[src/rtl/router_reg_param.sv]
// router_reg_param: register stage between the router FSM and the per-port output FIFOs.
// It captures the packet header and forwards payload bytes to the FIFO. Bytes that arrive
// while the selected FIFO is full are parked in a small circular skid buffer and drained
// during laf_state. A running checksum of the header and payload is compared with the
// trailing parity byte.
//
// Ports:
//   clk, rst              clock (rising edge); synchronous active-low reset
//   pkt_valid             source byte valid (low during the parity byte)
//   fifo_full             selected output FIFO is full
//   rst_int_reg           clears low_pkt_valid
//   detect_add, lfd_state, ld_state, laf_state, full_state   FSM state decodes
//   data_in  [DATA_W]     input byte
//   dout     [DATA_W]     byte to the FIFO; dout_vld is its write strobe
//   parity_done           parity byte has been processed
//   low_pkt_valid         parity byte was seen on the previous cycle
//   err                   checksum mismatch or skid overflow
//   skid_cnt              skid buffer occupancy; skid_ovf is the sticky overflow flag
module router_reg_param #(
  parameter int DATA_W     = 8,
  parameter int ADDR_W     = 2,
  parameter int NUM_PORTS  = 3,
  parameter int SKID_DEPTH = 2,
  parameter int CHK_MODE   = 0,
  localparam int CNT_W     = $clog2(SKID_DEPTH + 1),
  localparam int PTR_W     = (SKID_DEPTH > 1) ? $clog2(SKID_DEPTH) : 1
) (
  input  logic              clk,
  input  logic              rst,
  input  logic              pkt_valid,
  input  logic              fifo_full,
  input  logic              rst_int_reg,
  input  logic              detect_add,
  input  logic              lfd_state,
  input  logic              ld_state,
  input  logic              laf_state,
  input  logic              full_state,
  input  logic [DATA_W-1:0] data_in,
  output logic [DATA_W-1:0] dout,
  output logic              dout_vld,
  output logic              parity_done,
  output logic              low_pkt_valid,
  output logic              err,
  output logic [CNT_W-1:0]  skid_cnt,
  output logic              skid_ovf
);

  logic [DATA_W-1:0] header_q, header_d;
  logic [DATA_W-1:0] int_q, int_d;
  logic [DATA_W-1:0] pkt_par_q, pkt_par_d;
  logic [DATA_W-1:0] dout_q, dout_d;
  logic              dout_vld_q, dout_vld_d;
  logic              parity_done_q, parity_done_d;
  logic              low_pkt_valid_q, low_pkt_valid_d;
  logic              err_q, err_d;
  logic              skid_ovf_q, skid_ovf_d;
  logic [CNT_W-1:0]  cnt_q, cnt_d;
  logic [PTR_W-1:0]  wr_ptr_q, wr_ptr_d;
  logic [PTR_W-1:0]  rd_ptr_q, rd_ptr_d;
  logic [DATA_W-1:0] skid_mem_q [SKID_DEPTH];
  logic [DATA_W-1:0] skid_mem_d [SKID_DEPTH];

  logic addr_ok;
  logic pd_set;

  function automatic logic [DATA_W-1:0] csum(input logic [DATA_W-1:0] a,
                                             input logic [DATA_W-1:0] b);
    if (CHK_MODE == 1) return a + b;  // wraps mod 2^DATA_W
    else               return a ^ b;
  endfunction

  function automatic logic [PTR_W-1:0] ptr_inc(input logic [PTR_W-1:0] p);
    if (p == PTR_W'(SKID_DEPTH - 1)) return '0;
    else                             return p + PTR_W'(1);
  endfunction

  assign addr_ok = int'(data_in[ADDR_W-1:0]) < NUM_PORTS;

  always_comb begin
    header_d        = header_q;
    int_d           = int_q;
    pkt_par_d       = pkt_par_q;
    dout_d          = dout_q;
    dout_vld_d      = 1'b0;
    parity_done_d   = parity_done_q;
    err_d           = err_q;
    skid_ovf_d      = skid_ovf_q;
    cnt_d           = cnt_q;
    wr_ptr_d        = wr_ptr_q;
    rd_ptr_d        = rd_ptr_q;
    skid_mem_d      = skid_mem_q;

    low_pkt_valid_d = rst_int_reg ? 1'b0 : (ld_state && !pkt_valid);
    pd_set          = (ld_state && !pkt_valid && !fifo_full) ||
                      (laf_state && low_pkt_valid_q && !parity_done_q);

    if (detect_add) begin
      if (pkt_valid && addr_ok) header_d = data_in;
      int_d         = '0;
      pkt_par_d     = '0;
      parity_done_d = 1'b0;
      err_d         = 1'b0;
      skid_ovf_d    = 1'b0;
      cnt_d         = '0;
      wr_ptr_d      = '0;
      rd_ptr_d      = '0;
    end else begin
      // ld_state outranks laf_state, so a push cycle never also pops
      if (lfd_state) begin
        dout_d     = header_q;
        dout_vld_d = 1'b1;
      end else if (ld_state && !fifo_full) begin
        dout_d     = data_in;
        dout_vld_d = 1'b1;
      end else if (ld_state) begin
        if (cnt_q == CNT_W'(SKID_DEPTH)) begin
          skid_ovf_d = 1'b1;  // byte is dropped
        end else begin
          skid_mem_d[wr_ptr_q] = data_in;
          wr_ptr_d             = ptr_inc(wr_ptr_q);
          cnt_d                = cnt_q + CNT_W'(1);
        end
      end else if (laf_state && cnt_q != '0) begin
        dout_d     = skid_mem_q[rd_ptr_q];
        dout_vld_d = 1'b1;
        rd_ptr_d   = ptr_inc(rd_ptr_q);
        cnt_d      = cnt_q - CNT_W'(1);
      end

      if (lfd_state) int_d = csum(int_q, header_q);
      // bytes parked in the skid buffer still count toward the checksum
      if (pkt_valid && ld_state && !full_state) int_d = csum(int_d, data_in);
      if (ld_state && !pkt_valid) pkt_par_d = data_in;
      if (parity_done_q) err_d = (pkt_par_q != int_q) | skid_ovf_q;
    end

    // a parity_done set wins over the detect_add clear
    if (pd_set) parity_done_d = 1'b1;
  end

  always_ff @(posedge clk) begin
    if (!rst) begin
      header_q        <= '0;
      int_q           <= '0;
      pkt_par_q       <= '0;
      dout_q          <= '0;
      dout_vld_q      <= 1'b0;
      parity_done_q   <= 1'b0;
      low_pkt_valid_q <= 1'b0;
      err_q           <= 1'b0;
      skid_ovf_q      <= 1'b0;
      cnt_q           <= '0;
      wr_ptr_q        <= '0;
      rd_ptr_q        <= '0;
      skid_mem_q      <= '{default: '0};
    end else begin
      header_q        <= header_d;
      int_q           <= int_d;
      pkt_par_q       <= pkt_par_d;
      dout_q          <= dout_d;
      dout_vld_q      <= dout_vld_d;
      parity_done_q   <= parity_done_d;
      low_pkt_valid_q <= low_pkt_valid_d;
      err_q           <= err_d;
      skid_ovf_q      <= skid_ovf_d;
      cnt_q           <= cnt_d;
      wr_ptr_q        <= wr_ptr_d;
      rd_ptr_q        <= rd_ptr_d;
      skid_mem_q      <= skid_mem_d;
    end
  end

  assign dout          = dout_q;
  assign dout_vld      = dout_vld_q;
  assign parity_done   = parity_done_q;
  assign low_pkt_valid = low_pkt_valid_q;
  assign err           = err_q;
  assign skid_cnt      = cnt_q;
  assign skid_ovf      = skid_ovf_q;

endmodule

[config.mk]
export PLATFORM = sky130hd
export DESIGN_NAME = router_reg_param
export DESIGN_NICKNAME = d
export VERILOG_FILES = /design/src/rtl/router_reg_param.sv
export SDC_FILE = /design/constraint.sdc
export NUM_CORES = 1
export LEC_CHECK = 0
export ABC_AREA = 1
export CAP_MARGIN = 15
export CELL_PAD_IN_SITES_DETAIL_PLACEMENT = 1
export CELL_PAD_IN_SITES_GLOBAL_PLACEMENT = 2
export CORE_MARGIN = 2
export CORE_UTILIZATION = 28
export CTS_CLUSTER_SIZE = 10
export DETAILED_ROUTE_END_ITERATION = 12
export GPL_ROUTABILITY_DRIVEN = 0
export PLACE_DENSITY_LB_ADDON = 0.12
export SETUP_SLACK_MARGIN = 0.3
export SYNTH_ARGS = -nofsm -noshare
export SYNTH_HDL_FRONTEND = slang
export SYNTH_SLANG_ARGS = --single-unit
[constraint.sdc]
create_clock -name clk -period 1.4 [get_ports clk]
set_clock_uncertainty 0.1 [all_clocks]
set_input_delay 0.35 -clock clk [delete_from_list [all_inputs] [get_ports clk]]
set_output_delay 0.35 -clock clk [all_outputs]
set_load 0.005 [all_outputs]
# After elaboration in Yosys (flattened, before gate mapping)
# Cells that the tools add are included.
word_totals:
  ff_bits: 57
  output_inout_bits: 15
op_classes:
  n_addsub: 4
  magnitude_cmp: 4
  eq_ne: 4
  muxes: 24
  bitwise: 11
  n_reduce_logical: 28
op_table:
  columns: ["cell", "count"]
  rows:
  - ["$mux 8", 11]
  - ["$bwmux 16", 1]
  - ["$reduce_and 4->1", 4]
  - ["$xor 8x8->8", 2]
  - ["$logic_and 1x1->1", 10]
  - ["$demux 8 s1", 1]
  - ["$mux 1", 8]
  - ["$ne 8x8->1", 1]
  - ["$mux 2", 3]
  - ["$not 1->1", 6]
  - ["$reduce_bool 2->1", 3]
  - ["$reduce_and 5->1", 1]
  - ["$ge 2x2->1 const B", 2]
  - ["$logic_not 1->1", 4]
  - ["$not 1->2", 2]
  - ["$reduce_or 2->1", 2]
  - ["$ne 3x2->1 const B", 1]
  - ["$reduce_and 3->1", 1]
  - ["$reduce_bool 3->1", 1]
  - ["$add 1x1->1 const B", 2]
  - ["$add 2x1->2 const B", 1]
  - ["$eq 2x2->1 const B", 1]
  - ["$lt 2x1->1 const B", 1]
  - ["$lt 2x2->1 const B", 1]
  - ["other kinds (5)", 5]

# Logic depth before layout (Yosys ltp)
# Gate-level depths: netlist (run 1).
logic_depth:
  word_depth: 8
  mapped_depth: 9
  depth_no_buf: 8

# Worst setup path after synthesis (run 1)
# No wires, ideal clock.
synth_path:
  path_kind: "input port to flip-flop"
  from: "in ld_state"
  to: "reg dout_q[0], in the netlist dout[0]"
  setup_ns: 0.117
  t_arrival_ns: 1.144
  required_ns: 1.183
  slack_ns: 0.039
  stages: 9
  cell_sequence: "buf_6 inv_2 nor2_4 nor2_8 nand2_4 buf_8 nand3_1 nor2_1 nor2_1"
synth_between:
  elab_chain_cells: 3
  word_cells_on_any_way: 6
  cone_classes: "eq/ne: 1; mux: 2; reduce/logical: 3"
synth_rtl:
  columns: ["item", "line", "text"]
  rows:
  - ["start, declared", "35", "input logic ld_state,"]
  - ["$logic_and 1x1->1", "112", "end else if (ld_state && !fifo_full) begin"]
  - ["$ne 3x2->1 (no source line) (tied with other cells)", null, null]
  - ["$reduce_and 3->1 (no source line) / $mux 8 (equally long branches)", null, null]
  - ["end signal, assigned", "160", "dout_q <= dout_d;"]
  - ["end, declared", "51", "logic [DATA_W-1:0] dout_q, dout_d;"]
# Parallel ways exist; a longest one is shown, timed or not.
# A chain may end at the register's enable or synchronous reset.

# Final worst setup path (run 1)
layout_path:
  from: "reg cnt_q[0], in the netlist skid_cnt[0]"
  to: "reg skid_mem_q[11] (netlist name)"
layout_between:
  elab_chain_cells: 3
layout_rtl:
  columns: ["item", "line", "text"]
  rows:
  - ["start, declared", "57", "logic [CNT_W-1:0] cnt_q, cnt_d;"]
  - ["start signal, assigned", "166", "cnt_q <= cnt_d;"]
  - ["$eq 2x2->1", "116", "if (cnt_q == CNT_W'(SKID_DEPTH)) begin"]
  - ["$not 1->1 (no source line)", null, null]
  - ["$reduce_and 5->1 (no source line)", null, null]
  - ["end signal, assigned", "169", "skid_mem_q <= skid_mem_d;"]
  - ["end, declared", "60", "logic [DATA_W-1:0] skid_mem_q [SKID_DEPTH];"]
# No other way between the ends.

==> results of run 1 <==
## through the flow
stage / total power (W) / hold slack, ns
6_report: 0.004292 / 0.3176
5_1_grt: 0.004494 / 0.3221
4_1_cts: 0.004280 / 0.3706
3_5_place_dp: 0.002378 / 0.3647
3_3_place_gp: 0.002367 / 0.3516
2_1_floorplan: 0.002065 / 0.3293
## layer usage
metal | share of wire, % | vias up
met3 | 2.8 | 9
met2 | 50 | 28
li1 | - | 1535
met1 | 46 | 1436
met5 | 0 | -
met4 | 1.1 | 0
## path summary, 6_finish.rpt
| kind | startpoint | slack (ns) | depth (start not counted) | endpoint |
|---|---|---|---|---|
| setup / recovery | skid_cnt[0] | 0.09 | 9 | skid_mem_q[11] |
| hold / removal | data_in[4] | 0.32 | 3 | header_q[4] |
| setup reg to reg | skid_cnt[0] | 0.09 | 9 | skid_mem_q[11] |
| hold reg to reg | pkt_par_q[2] | 0.36 | 2 | pkt_par_q[2] |
## cell type report
class                      instances  area [um2]  area share, %
clock buffer                      11       151.4          3.339
tap                              133       166.4          3.670
multi-input combinational        305        1748          38.55
timing repair buffer             107        1031          22.74
clock inverter                     5       77.57          1.711
inverter                          41       180.2          3.974
sequential                        57        1180          26.02
## cell families after synthesis
family                    count (synthesis)  share of synthesized area [%]
and+or+nand+nor                         233                          36.04
buffers and inverters                    58                          9.275
AOI/OAI and AO/OA                        63                          11.93
xor gates and xnor gates                  8                          2.474
DFF                                      57                          40.28
## flip-flops by register name (all words and copies together) (netlist names)
name	flops
int_q	8
skid_mem_q	16
rd_ptr_q	1
parity_done	1
err	1
pkt_par_q	8
dout	8
header_q	8
skid_cnt	2
dout_vld	1
wr_ptr_q	1
low_pkt_valid	1
skid_ovf	1
## cells in the mapped netlist, drive strengths merged
cell type  instances
xor2               7
o221ai             1
clkbuf             3
o21ai             32
xnor2              1
nor3               6
dfxtp             57
nor2              83
nand4             11
a21oi             24
nand3             18
inv               40
buf               14
a22oi              6
clkinv             1
nand2b             2
nand2            113
## critical path, stage by stage, from the launching register on
cell and delay [ns]:
dfxtp_2 0.32, buf_6 0.12, inv_8 0.07, nand2_8 0.06, nand4_4 0.08, nor2_4 0.05, buf_12 0.14, buf_4 0.13
nor2_1 0.08, nor2_1 0.04
## repair_timing
action / 4_1_cts / 5_1_grt
resized for setup: 171 / 76
cloned: 2 / 0
setup endpoints to repair: 72 / 64
pin swaps: 27 / 35
endpoints found under the hold margin: 0 / 0
buffers inserted: 16 / 14
## power by group through the flow
stage	Clock, W	Combinational, W	Sequential (W)
floorplan	0	0.000313	0.00175
global placement	0	0.000608	0.00176
detailed placement	0	0.000617	0.00176
CTS	0.00185	0.000696	0.00173
global route	0.00191	0.000840	0.00174
finish	0.00179	0.000767	0.00174
==> metrics.txt, run 1 <==
status=completed; die area=10940 um2; fin crit share=93.47%; top-area cell type share of the netlist area=40.28%; Critical Path Fanout Max=14; # diodes=0; via count=3008; utilization after layout=46.18%; Rel. slew slack=80.00%; most frequent cells in the layout=nand2_1, nor2_1, buf_4, dfxtp_2, dfxtp_1; Die Wd=104.6 um; total gr overflow=0; Cell Pwr Density=946.6 nW/um2; max-slew violations=0; placed cell area=3660 um2; Tmin final=1.309 ns; antenna-violating nets left=0; syn_nets=437; mean area per synthesized cell=6.761 um2; Slew @ Worst Pin=0.2995 ns; Hold Vio Cnt, Final=0; Seq cells post-synth=57; final worst-path setup slack=0.09146 ns; cell taking the most area after synthesis=dfxtp_1; vias per std cell=4.564; P_sw=0.001143 W; cts bufs inserted=9; Nets=539; GRT met2 Usage=31.89%; core area=9819 um2; Setup-failing EPs final=0; Site Rows=36; top cells by area, synth=dfxtp_1, nand2_1, nor2_1, o21ai_0, inv_1; gr usage total=18.77%; Clock Tree Root=clkbuf_8; gate count of the mapped netlist=419; critical path class=reg2reg; warnings from Yosys=0; RSZ-0062 raised after global routing=yes; I/O Pins=33; Final Instance Area=4534 um2; clock sinks=57; max_cap viols=0; PortBufs=32; Setup TNS Final=0 ns; commonest non-fill, non-tap cell in the layout=nand2_1; Clock Path Buffers=2; global-route wire length before repair=15.90 mm; switch share=26.64%; routed len/inst=15.60 um; Die Y=104.6 um; Internal Pwr Total=0.003149 W; DRC viols=0; Final Non-Filler Cells=659; Worst-Skew Late Latency=0.33 ns; Reg power frac=40.5%; Routed WL=10.28 mm; H-tree Lvls=3; number of global-route vias before repair=2988; leakage=2.024 nW; clk slew on worst S/H paths=0.07 ns; Worst EP arrival=1.44 ns; synth unique cells=30; Fillers=1250; initial antenna violation count=0; DP HPWL=6.959 mm; Top Usage Layer GRT=met2; area grow syn2layout=60.07%; Post-CTS Hold Buffers=0; critical path startpoint category=register; Starting Density=28.85%; largest net degree at the start of global routing=17; met1 GRT Util=24.90%; layout cells sized above 1=43.73%; Worst EP required=1.53 ns; CTS tree=done; Mapped Area=2833 um2; Setup crit end kind=register; Seq/Total Area, Yosys=40.28%; initial DRC count=76; combinational share of power=17.9%; TritonRoute pass-1 iters=4; peak supply drop=0.4972 mV; worst slack at placement=-0.5721 ns; met3 usage=3.182%; dpl cells=611; Clock power frac=41.6%; Peak Freq=0.7642 GHz; worst hold-check path type=in2reg
Note: power is estimated with default switching activity, not from simulation.
==> run 2: changes to the inputs <==
--- a/constraint.sdc
+++ b/constraint.sdc
@@ -4,2 +4,2 @@
 set_output_delay 0.35 -clock clk [all_outputs]
-set_load 0.005 [all_outputs]
+set_load 0.05 [all_outputs]
==> metrics.txt, run 2 (synthesized netlist as in run 1, its figures left out) <==
Reg with most FFs=skid_mem_q; Final Non-Filler Cells=654 (-0.76%); Setup crit end kind=output pin; gr usage total=19.95% (+1.2 points); antenna-violating nets left=0 (unchanged); area grow syn2layout=65.46%; cts bufs inserted=9 (unchanged); DP HPWL=7.178 mm (+3.1%); clock sinks=57 (unchanged); layout cells sized above 1=43.57% (-0.16 points); Slew @ Worst Pin=0.3306 ns (+0.03116 ns); Clock Path Buffers=2 (unchanged); max-slew violations=0 (unchanged); initial antenna violation count=0 (unchanged); Setup-failing EPs final=0 (unchanged); Routed WL=10.52 mm (+2.3%); RSZ-0062 raised after global routing=yes; Worst path top cell family by delay=flip-flops; Critical Path Fanout Max=5 (-9); PortBufs=32 (unchanged); Nets=534 (-0.93%); vias per std cell=4.638 (+1.6%); Die Y=104.6 um (unchanged); leakage=2.061 nW (+1.9%); DRC viols=0 (unchanged); max_cap viols=0 (unchanged); routed len/inst=16.08 um (+3.1%); Largest stage delay, worst path=0.42 ns (+0.10 ns); fin crit share=97.00% (+3.5 points); Rel. slew slack=77.94% (-2.1 points); critical path startpoint category=register; number of global-route vias before repair=3173 (+6.2%); peak supply drop=0.5117 mV (+2.9%); I/O Pins=33 (unchanged); largest net degree at the start of global routing=18 (+1); clk slew on worst S/H paths=0.07 ns (about the same); most frequent cells in the layout=nand2_1, nor2_1, buf_4, dfxtp_1; dpl cells=615 (+0.65%); worst hold-check path type=in2reg; total gr overflow=0 (unchanged); initial DRC count=73 (-3.9%); worst slack at placement=-0.5130 ns (+0.05904 ns); CP cell instances=buf_12; Hold Vio Cnt, Final=0 (unchanged); core area=9819 um2 (unchanged); Post-CTS Hold Buffers=0 (unchanged); Die Wd=104.6 um (unchanged); Starting Density=28.85% (unchanged); Site Rows=36 (unchanged); critical path class=reg2out; # diodes=0 (unchanged); Tmin final=1.358 ns (+0.04952 ns); Worst-Skew Late Latency=0.34 ns (about the same); Clock Tree Root=clkbuf_8; Worst EP arrival=0.91 ns (-0.53 ns); final worst-path setup slack=0.04194 ns (-0.04952 ns); CTS tree=done; die area=10940 um2 (unchanged); reg-to-reg startpoint=skid_cnt[0]; status=completed; Setup crit start=skid_cnt[1]; Cell Pwr Density=919.9 nW/um2 (-2.8%); Peak Freq=0.7363 GHz (-3.6%); Worst EP required=0.95 ns (-0.58 ns); max reg flops=16 (unchanged); Fillers=1202 (-3.8%); H-tree Lvls=3 (unchanged); via count=3033 (+0.83%); critical hold path startpoint=data_in[6]; global-route wire length before repair=17.04 mm (+7.2%); TritonRoute pass-1 iters=4 (unchanged); Worst Path Buf+Inv=1 (-3); commonest non-fill, non-tap cell in the layout=nand2_1; final hold slack=0.2957 ns (-0.02184 ns); Slowest cell on crit path=dfxtp_4
## run 2: changes by cell type in the layout (fill, tap and decap cells not counted), sizes merged
cell / before / now
buf: 94 / 87
bufbuf: 0 / 1
bufinv: 2 / 1
clkbuf: 13 / 19
clkdlybuf4s15: 2 / 0
clkinvlp: 2 / 0
dlygate4sd2: 5 / 4
dlymetal6s2s: 3 / 4
## run 2: routing by layer
metal / routed length (um) / global-route usage, % / vias up
li1: - / - / 1529
met1: 4913 / 26.36 / 1463
met2: 5282 / 33.85 / 29
met3: 205 / 3.057 / 12
met4: 118 / 5.429 / 0
met5: 0 / 0 / -
## run 2: stage by stage
stage               power [W]  TNS [ns]  cell area [um2]  utilization, %
finish               0.004312         0             4687           47.73
global route         0.004493         0             4687           47.73
CTS                  0.004286         0             4382           44.62
detailed placement   0.002532    -22.81             3852           39.23
global placement     0.002517    -21.30             3852           39.23
floorplan            0.002170         0             2969               -
## run 2: power breakdown
group / total [W] / internal [W] / switching, W
registers: 0.00174 / 0.00168 / 0.0000578
clock network: 0.00166 / 0.000968 / 0.000692
logic: 0.000912 / 0.000420 / 0.000492
## run 2: worst paths after layout
check	cells after the start	slack, ns	end
max	1	0.04	skid_cnt[1]
min	3	0.30	pkt_par_q[6]
max reg2reg	8	0.12	skid_mem_q[12]
min reg2reg	2	0.36	pkt_par_q[2]
## run 2: area by class of cell
| type | count | area [um2] | share of cell area (%) |
|---|---|---|---|
| inverter | 41 | 178.9 | 3.817 |
| clock inverter | 2 | 35.03 | 0.7475 |
| timing repair buffer | 102 | 1162 | 24.80 |
| sequential | 57 | 1201 | 25.63 |
| clock buffer | 14 | 172.7 | 3.684 |
| multi-input combinational | 305 | 1770 | 37.77 |
| tap | 133 | 166.4 | 3.550 |
## run 2: repair_timing
action / CTS / global route
gates cloned: 2 / 1
endpoints found under the setup margin: 72 / 67
setup buffers: 12 / 8
pin swaps: 32 / 35
resized for setup: 99 / 71
==> run 3: changes to the inputs <==
CORE_UTILIZATION = 33   (was 28)
GPL_TIMING_DRIVEN = 0   (was unset)
clock period = 1.65 ns   (was 1.4 ns; I/O delays follow)
==> metrics.txt, run 3 (synthesized netlist as in run 1, its figures left out) <==
Rel. slew slack=55.76% (-22 points); Slowest cell on crit path=dfxtp_4; commonest non-fill, non-tap cell in the layout=nand2_1; worst slack at placement=-0.5184 ns (-0.005400 ns); Slew @ Worst Pin=0.6636 ns (+0.3330 ns); Worst EP arrival=0.87 ns (-0.04 ns); critical path class=reg2out; Setup-failing EPs final=0 (unchanged); peak supply drop=0.4488 mV (-12%); Peak Freq=0.7233 GHz; Worst-Skew Late Latency=0.35 ns (about the same); Site Rows=33 (-8.3%); most frequent cells in the layout=nand2_1, nor2_1, dfxtp_1, inv_1, o21ai_0; Largest stage delay, worst path=0.38 ns (-0.04 ns); DRC viols=0 (unchanged); number of global-route vias before repair=3016 (-4.9%); PortBufs=30 (-6.3%); Routed WL=9.411 mm (-11%); I/O Pins=33 (unchanged); via count=2887 (-4.8%); DP HPWL=6.640 mm (-7.5%); CP cell instances=buf_8; clk slew on worst S/H paths=0.07 ns (about the same); Nets=497 (-6.9%); Die Y=96.65 um (-7.6%); routed len/inst=15.98 um (-0.66%); GRT met2 Usage=35.79% (+1.9 points); Reg with most FFs=skid_mem_q; max reg flops=16 (unchanged); Tmin final=1.383 ns; antenna-violating nets left=0 (unchanged); status=completed; H-tree Lvls=3 (unchanged); die area=9341 um2 (-15%); dpl cells=554 (-9.9%); initial antenna violation count=0 (unchanged); fin crit share=83.79%; CTS tree=done; largest net degree at the start of global routing=11 (-7); met3 usage=4.769% (+1.7 points); clock sinks=57 (unchanged); met1 GRT Util=27.14% (+0.78 points); area grow syn2layout=34.19%; critical path startpoint category=register; cts bufs inserted=9 (unchanged); Worst path top cell family by delay=flip-flops; RSZ-0062 raised after global routing=yes; global-route wire length before repair=15.50 mm (-9.0%); Die Wd=96.65 um (-7.6%); Final Non-Filler Cells=589 (-9.9%); gr usage total=21.15% (+1.2 points); worst hold-check path type=in2reg; # diodes=0 (unchanged); Hold Vio Cnt, Final=0 (unchanged); Worst Path Buf+Inv=1 (unchanged); Clock Path Buffers=2 (unchanged); Clock Tree Root=clkbuf_8; Worst EP required=1.14 ns (+0.19 ns); Cell Pwr Density=918.9 nW/um2 (-0.12%); layout cells sized above 1=22.31% (-21 points); Setup crit end kind=output pin; core area=8258 um2 (-16%); Setup TNS Final=0 ns (unchanged); max_cap viols=0 (unchanged); Post-CTS Hold Buffers=0 (unchanged); final worst-path setup slack=0.2675 ns (+0.2255 ns); Starting Density=34.30% (+5.5 points); Critical Path Fanout Max=5 (unchanged); Top Usage Layer GRT=met2; vias per std cell=4.902 (+5.7%); TritonRoute pass-1 iters=4 (unchanged); initial DRC count=112 (+53%); total gr overflow=0 (unchanged); max-slew violations=0 (unchanged); leakage=1.672 nW (-19%)
## run 3: cell count changes in the layout (fill, tap and decap cells not counted), moves of 9 or more
cell	before	now
dfxtp_1	29	42
nor2_2	15	6
nor2_1	58	72
buf_8	1	12
buf_12	24	1
o21ai_0	17	27
inv_1	24	35
inv_2	11	2
nand2_1	93	106
buf_4	50	20
## run 3: repair_timing
item	4_1_cts	5_1_grt
gates resized for setup	162	22
pin swaps	11	8
setup buffers	14	2
cloned	2	1
endpoints found under the setup margin	71	50
## run 3: cell type report
type / instances / area [um2]
buffer: 17 / 160.2
inverter: 41 / 171.4
clock buffer: 11 / 131.4
clock inverter: 5 / 80.08
fill: 1049 / 4457
tap: 105 / 131.4
sequential: 57 / 1167
multi-input combinational: 304 / 1466
timing repair buffer: 49 / 493.0
## run 3: final timing paths
kind | startpoint | end | slack, ns | cells past startpoint
max | skid_cnt[1] | skid_cnt[1] | 0.27 | 1
min | rst | dout_vld | 0.34 | 3
max reg2reg | skid_cnt[1] | dout[2] | 0.32 | 8
min reg2reg | pkt_par_q[6] | pkt_par_q[6] | 0.37 | 2
## run 3: through the flow
| step | instance area (um2) | hold WS (ns) | util, % | total power, W |
|---|---|---|---|---|
| floorplan | 2851 | 0.3431 | - | 0.001815 |
| global placement | 3283 | 0.3510 | 39.76 | 0.001991 |
| detailed placement | 3283 | 0.3663 | 39.76 | 0.002001 |
| CTS | 3732 | 0.3257 | 45.20 | 0.003517 |
| global route | 3801 | 0.3477 | 46.03 | 0.003638 |
| finish | 3801 | 0.3375 | 46.03 | 0.003493 |
## run 3: metal layers
| metal | share of wire, % | vias up |
|---|---|---|
| met3 | 2.7 | 14 |
| li1 | - | 1455 |
| met1 | 47 | 1378 |
| met5 | 0 | - |
| met2 | 48 | 40 |
| met4 | 1.6 | 0 |
## run 3: power by group
group          switching, W  total, W  internal [W]
Sequential        0.0000361   0.00147       0.00143
Clock              0.000599   0.00145      0.000849
Combinational      0.000353  0.000578      0.000225
## run 3: tightest hold or removal path, stage by stage
cell and delay [ns]:
buf_2 0.15, inv_1 0.12, nor2_1 0.06
